**config.mk**
```make
export PLATFORM = sky130hd
export DESIGN_NAME = mips_bus_arbiter
export DESIGN_NICKNAME = d
export VERILOG_FILES = /design/src/rtl/mips_bus_pkg.sv /design/src/rtl/mips_bus_watchdog.sv /design/src/rtl/mips_bus_arbiter.sv
export SDC_FILE = /design/constraint.sdc
export NUM_CORES = 1
export LEC_CHECK = 0
export BUFFER_PORTS_ARGS = -buffer_cell sky130_fd_sc_hd__clkbuf_2
export CAP_MARGIN = 20
export CORE_AREA = 3 3 92 94
export CTS_CLUSTER_SIZE = 8
export DETAILED_ROUTE_END_ITERATION = 10
export DIE_AREA = 0 0 95 97
export PLACE_DENSITY = 0.61
export SYNTH_ARGS = -nofsm -noshare
export SYNTH_HDL_FRONTEND = slang
export SYNTH_SLANG_ARGS = --single-unit
```
**constraint.sdc**
```tcl
create_clock -name clk -period 2.7 [get_ports clk]
set_input_delay 0.405 -clock clk [delete_from_list [all_inputs] [get_ports clk]]
set_output_delay 0.405 -clock clk [all_outputs]
set_load 0.01 [all_outputs]
```
**src/rtl/mips_bus_pkg.sv**
```systemverilog
`default_nettype none
// ============================================================================
// mips_bus_pkg : shared types and constants for the two-master bus arbiter
// Rev 1.0
// ============================================================================
package mips_bus_pkg;

    typedef enum logic [1:0] {
        IDLE  = 2'd0,
        BUS_I = 2'd1,
        BUS_D = 2'd2
    } bus_state_t;

    typedef enum logic {
        GRANT_I = 1'b0,
        GRANT_D = 1'b1
    } grant_t;

    localparam logic [3:0] FETCH_BE = 4'b1111;

endpackage
`default_nettype wire

```
**src/rtl/mips_bus_watchdog.sv**
```systemverilog
`default_nettype none
// ============================================================================
// mips_bus_watchdog : saturating stall counter with sticky bus error flag
// Rev 1.0
// ============================================================================
module mips_bus_watchdog #(
    parameter int WAIT_LIMIT = 255
) (
    input  logic clk,
    input  logic reset_n,
    input  logic stall,
    input  logic clear,
    input  logic illegal,
    output logic bus_error
);

    localparam int CNT_W = (WAIT_LIMIT < 2) ? 1 : $clog2(WAIT_LIMIT + 1);
    localparam logic [CNT_W-1:0] C_LIMIT = CNT_W'(WAIT_LIMIT);

    logic [CNT_W-1:0] r_stall_cnt;
    logic [CNT_W-1:0] w_stall_cnt_nxt;
    logic             r_bus_error;

    always_comb begin
        w_stall_cnt_nxt = r_stall_cnt;
        if (clear)
            w_stall_cnt_nxt = '0;
        else if (stall && (r_stall_cnt != C_LIMIT))
            w_stall_cnt_nxt = r_stall_cnt + 1'b1;
    end

    // The flag latches at the edge where the count reaches the limit; the
    // transaction itself is left waiting.
    always_ff @(posedge clk or negedge reset_n) begin
        if (!reset_n) begin
            r_stall_cnt <= '0;
            r_bus_error <= 1'b0;
        end else begin
            r_stall_cnt <= w_stall_cnt_nxt;
            if (illegal || (w_stall_cnt_nxt == C_LIMIT))
                r_bus_error <= 1'b1;
        end
    end

    assign bus_error = r_bus_error;

endmodule
`default_nettype wire

```
**src/rtl/mips_bus_arbiter.sv**
```systemverilog
`default_nettype none
// ============================================================================
// mips_bus_arbiter : round-robin Avalon-MM arbiter, fetch port vs data port
// Rev 1.0
// ============================================================================
module mips_bus_arbiter
    import mips_bus_pkg::*;
#(
    parameter int ADDR_W     = 32,
    parameter int WAIT_LIMIT = 255
) (
    input  logic              clk,
    input  logic              reset_n,
    input  logic [ADDR_W-1:0] i_address,
    input  logic              i_read,
    output logic              i_waitrequest,
    input  logic [ADDR_W-1:0] d_address,
    input  logic              d_read,
    input  logic              d_write,
    input  logic [3:0]        d_byteenable,
    input  logic [31:0]       d_writedata,
    output logic              d_waitrequest,
    output logic [31:0]       m_readdata,
    output logic [ADDR_W-1:0] address,
    output logic              read,
    output logic              write,
    output logic [3:0]        byteenable,
    output logic [31:0]       writedata,
    input  logic [31:0]       readdata,
    input  logic              waitrequest,
    output logic              bus_error
);

    bus_state_t r_state, w_state_nxt;
    grant_t     r_last_grant, w_last_grant_nxt;

    logic w_req_i;
    logic w_req_d;
    logic w_done;
    logic w_stall;
    logic w_illegal;

    assign w_req_i = i_read;
    assign w_req_d = d_read | d_write;

    always_ff @(posedge clk or negedge reset_n) begin
        if (!reset_n) begin
            r_state      <= IDLE;
            r_last_grant <= GRANT_D;
        end else begin
            r_state      <= w_state_nxt;
            r_last_grant <= w_last_grant_nxt;
        end
    end

    always_comb begin
        w_state_nxt      = r_state;
        w_last_grant_nxt = r_last_grant;
        w_done           = 1'b0;
        w_stall          = 1'b0;
        w_illegal        = 1'b0;
        address          = '0;
        read             = 1'b0;
        write            = 1'b0;
        byteenable       = '0;
        writedata        = '0;

        case (r_state)
            IDLE: begin
                if (w_req_i && w_req_d)
                    w_state_nxt = (r_last_grant == GRANT_D) ? BUS_I : BUS_D;
                else if (w_req_i)
                    w_state_nxt = BUS_I;
                else if (w_req_d)
                    w_state_nxt = BUS_D;
            end

            BUS_I: begin
                address    = i_address;
                read       = i_read;
                byteenable = FETCH_BE;
                if (!w_req_i) begin
                    w_state_nxt = IDLE;
                end else if (!waitrequest) begin
                    w_done           = 1'b1;
                    w_last_grant_nxt = GRANT_I;
                    w_state_nxt      = w_req_d ? BUS_D : BUS_I;
                end else begin
                    w_stall = 1'b1;
                end
            end

            BUS_D: begin
                address    = d_address;
                byteenable = d_byteenable;
                writedata  = d_writedata;
                // A simultaneous read+write is degraded to a read so the slave
                // never sees both strobes.
                read       = d_read;
                write      = d_write & ~d_read;
                w_illegal  = d_read & d_write;
                if (!w_req_d) begin
                    w_state_nxt = IDLE;
                end else if (!waitrequest) begin
                    w_done           = 1'b1;
                    w_last_grant_nxt = GRANT_D;
                    w_state_nxt      = w_req_i ? BUS_I : BUS_D;
                end else begin
                    w_stall = 1'b1;
                end
            end

            default: w_state_nxt = IDLE;
        endcase
    end

    assign i_waitrequest = !((r_state == BUS_I) && !waitrequest);
    assign d_waitrequest = !((r_state == BUS_D) && !waitrequest);
    assign m_readdata    = readdata;

    mips_bus_watchdog #(
        .WAIT_LIMIT (WAIT_LIMIT)
    ) u_watchdog (
        .clk       (clk),
        .reset_n   (reset_n),
        .stall     (w_stall),
        .clear     (w_done || (r_state == IDLE)),
        .illegal   (w_illegal),
        .bus_error (bus_error)
    );

endmodule
`default_nettype wire

```
==> flow_metrics.tcl <==
set metrics [dict create \
    buffer_ports.inserted 178 \
    grt_max_degree 72 \
    worst_pin_slew_ns 0.621 \
    clock.fmax_mhz 402 \
    drt-wirelength-per-cell_um 16.0 \
    cp-end-kind "primary output" \
    final_design_area_no_fill_sq_um 2660 \
    cap_violations 0 \
    clockRootBuffer "sky130_fd_sc_hd__clkbuf_8" \
    post_drt_via_cell_ratio 4.83 \
    ios 243 \
    nFillCells 835 \
    finalSetupViolCount 0 \
    tritoncts.num_buffers 3 \
    syn-mean-instance-area_sq_um 7.00 \
    worstPathCellList "inv_1 -> ha_2 -> buf_4 -> a22oi_1 -> nor2_1 -> clkbuf_2" \
    critical_path.startpoint "r_state[0]" \
    area.sequential_sq_um 302 \
    clock_tree.htree_level_count 1 \
    final.period_utilization_pct 92.2 \
    rows 32 \
    drc 0 \
    register_to_register_setup_slack_ns 0.42 \
    antenna_violating_nets_post_route 0 \
    first_pass_grt_wire_length_mm 11.8 \
    cts.clk_slew.worst_paths_ns 0.06 \
    fin_hold_ws_ns 0.0470 \
    power_report.internal_total_uw 1070 \
    number_of_antenna_violations_at_the_first_check_in_global_routing 0 \
    maximum_single_stage_delay_on_the_critical_path_ns 0.54 \
    gr-total-overflow 0 \
    ys_seq_elements 12 \
    fp.dieH_um 97 \
    postSynth.topFlopCell "sky130_fd_sc_hd__dfrtp_1" \
    postRouteWirelength_mm 8.06 \
    first_iter_violations 104 \
    cts_tree "built" \
    syn_area_sq_um 1880 \
    cellLeakagePower_uw 0.00141 \
    dr.pass1.iters 4 \
    synth_cell_type_count 47 \
    postcts_setup_bufs 0 \
    synth-seq-area-share_pct 16.0 \
    clock_sinks 12 \
    post_cts.resized_instances 0 \
    sw_frac_of_total_pct 54.5 \
    criticalPathCategory "reg -> out" \
    power.share.clock_pct 8.4 \
    seqPwrFrac_pct 10.8 \
    clock_latency_ns 0.24 \
    worstPathRequired_ns 2.30 \
    hpwlAfterDp_mm 6.80 \
    synth-async-reset-ratio_pct 100 \
    finalNonFillerCells 505 \
    cts_buffer_depth 2 \
    totalPowerFinal_uw 2360 \
    path_max_fanout 71 \
    gpl.final_weighted_congestion 0.861 \
    worst_path_max_delay_cell "sky130_fd_sc_hd__buf_4" \
    grt.total_usage_pct 15.9 \
    unrepaired_setup_endpoints_after_global_routing "no" \
    timing.final.max_slew_violations 0 \
    final_period_minus_worst_setup_slack_ns 2.49 \
    cts-hold-fix-buffers 0 \
    p_per_area_nw_per_um2 888 \
    combPwrFrac_pct 80.8 \
    syn-instance-count 269 \
    slew_headroom_pct 58.6 \
    diode_count 0 \
    design.core.area_sq_um 7730 \
    number_of_enable_flip_flop_cells_after_synthesis 0 \
    power.ir.vdd_worst_mv 0.403 \
    timing.rr.start "r_state[0]" \
    cp.arrival_ns 2.08 \
    number_of_global_route_vias_before_repair 2263 \
    finClkSkew_ns 0.00241 \
    yosys_warnings 0 \
    final_hold_viol_count 0 \
    postPlaceCellArea_sq_um 2610 \
    design.die.area_sq_um 9220 \
    route.vias.total 2440 \
    mappedNetlistNets 412 \
    multi_input_comb_area_sq_um 1230 \
    drive_gt1_share_pct 48.6 \
    crit_path_start_kind "register" \
    dpl.cell_count 501 \
    finalNetCount 547 \
    hold_removal_path_class "in -> async" \
    setup-tns-final_ns 0 \
    net_load_switching_power_uw 1290 \
    floorplan.initialDensity_pct 24.4 \
    run_status "complete, no violations" \
    die_w_um 95 \
    area_growth_synth_to_finish_pct 41.4 \
]
metal layers:
layer	vias to the layer above	global-route usage, %	routed length (um)
met3	4	4.74	798
met2	121	27.3	3870
met1	1137	19.9	3360
met4	0	1.78	25
li1	1178	-	-
met5	-	0	0
cells in the mapped netlist, drive strengths merged (2+ instances only):
cell | instances | area, sq um
a22oi | 32 | 240
xor2 | 2 | 17.5
nor4 | 2 | 12.5
nand2b | 3 | 18.8
dfrtp | 11 | 275
o211ai | 3 | 27.5
clkbuf | 12 | 46.3
nand3 | 6 | 30.0
ha | 5 | 62.6
inv | 7 | 26.3
o21ai | 3 | 15.0
nor2 | 49 | 184
nand4 | 2 | 12.5
nand4b | 2 | 17.5
a21oi | 13 | 65.1
a31oi | 3 | 18.8
nor2b | 2 | 12.5
a32o | 2 | 20.0
nand2 | 10 | 37.5
o31ai | 3 | 27.5
a211oi | 2 | 15.0
nor3b | 2 | 26.3
buf | 40 | 280
and2 | 34 | 213
or2 | 3 | 18.8
nor3 | 2 | 10.0
power groups by stage:
| stage | clock (uW) | sequential, uW | combinational [uW] |
|---|---|---|---|
| 2_1_floorplan | 0 | 240 | 1280 |
| 3_3_place_gp | 0 | 256 | 1890 |
| 3_5_place_dp | 0 | 257 | 1910 |
| 5_1_grt | 211 | 258 | 2090 |
| 4_1_cts | 205 | 255 | 1920 |
| 6_report | 199 | 255 | 1910 |
per-stage QoR:
stage,setup slack (ns),utilization (%)
4_1_cts,0.225,34.4
3_5_place_dp,0.428,33.7
3_3_place_gp,0.536,33.7
6_report,0.211,34.4
5_1_grt,0.0369,34.4
2_1_floorplan,0.701,-
flip-flops by register name, indices dropped and copies added (netlist names):
| name | count |
|---|---|
| r_state | 2 |
| r_last_grant | 1 |
| u_watchdog.r_stall_cnt | 8 |
| u_watchdog.bus_error | 1 |
kinds of logic (layout without fill, tap and decap cells):
logic type                 count (synthesis)  count (layout)  synth area share [%]
and+or+nand+nor                          121             121                  33.1
adders and majority gates                  5               5                  3.32
xor gates and xnor gates                   2               2                 0.931
AOI/OAI and AO/OA                         69              69                  27.3
buffers and inverters                     59             193                  18.8
DFF                                       12              12                  16.0
muxes                                      1               1                 0.598
worst paths after layout:
kind | cells after the start | end
setup / recovery | 6 | address[1]
hold / removal | 1 | u_watchdog.r_stall_cnt[3]
setup reg to reg | 6 | r_state[0]
hold reg to reg | 2 | u_watchdog.bus_error
max in group asynchronous | 1 | r_last_grant
min in group clk | 2 | u_watchdog.bus_error
cell type report:
| type | instances | share of cell area, % |
|---|---|---|
| multi-input cells | 198 | 46.2 |
| inverters | 7 | 0.987 |
| clock buffers | 4 | 2.07 |
| well taps | 102 | 4.80 |
| flip-flops and latches | 12 | 11.3 |
| repair buffers | 182 | 34.6 |
placed cells by master (no fill, tap or decap), drive strengths merged, types with 3 or more instances in the layout:
| cell | synthesis | layout |
|---|---|---|
| clkbuf | 12 | 182 |
| nor2 | 49 | 49 |
| and2 | 34 | 34 |
| a22oi | 32 | 32 |
| a21oi | 13 | 13 |
| dfrtp | 11 | 11 |
| nand2 | 10 | 10 |
| inv | 7 | 7 |
| nand3 | 6 | 6 |
| ha | 5 | 5 |
| buf | 40 | 4 |
| or2 | 3 | 3 |
| a31oi | 3 | 3 |
| nand2b | 3 | 3 |
| o21ai | 3 | 3 |
| o31ai | 3 | 3 |
| o211ai | 3 | 3 |
critical path: cells and delay by family (launching register included):
kind | cells | cell delay, ns
fa+ha+maj | 1 | 0.29
flops | 1 | 0.41
simple gates | 1 | 0.12
compound gates | 1 | 0.22
buf+inv | 3 | 0.78
(Power assumes the default switching activity.)
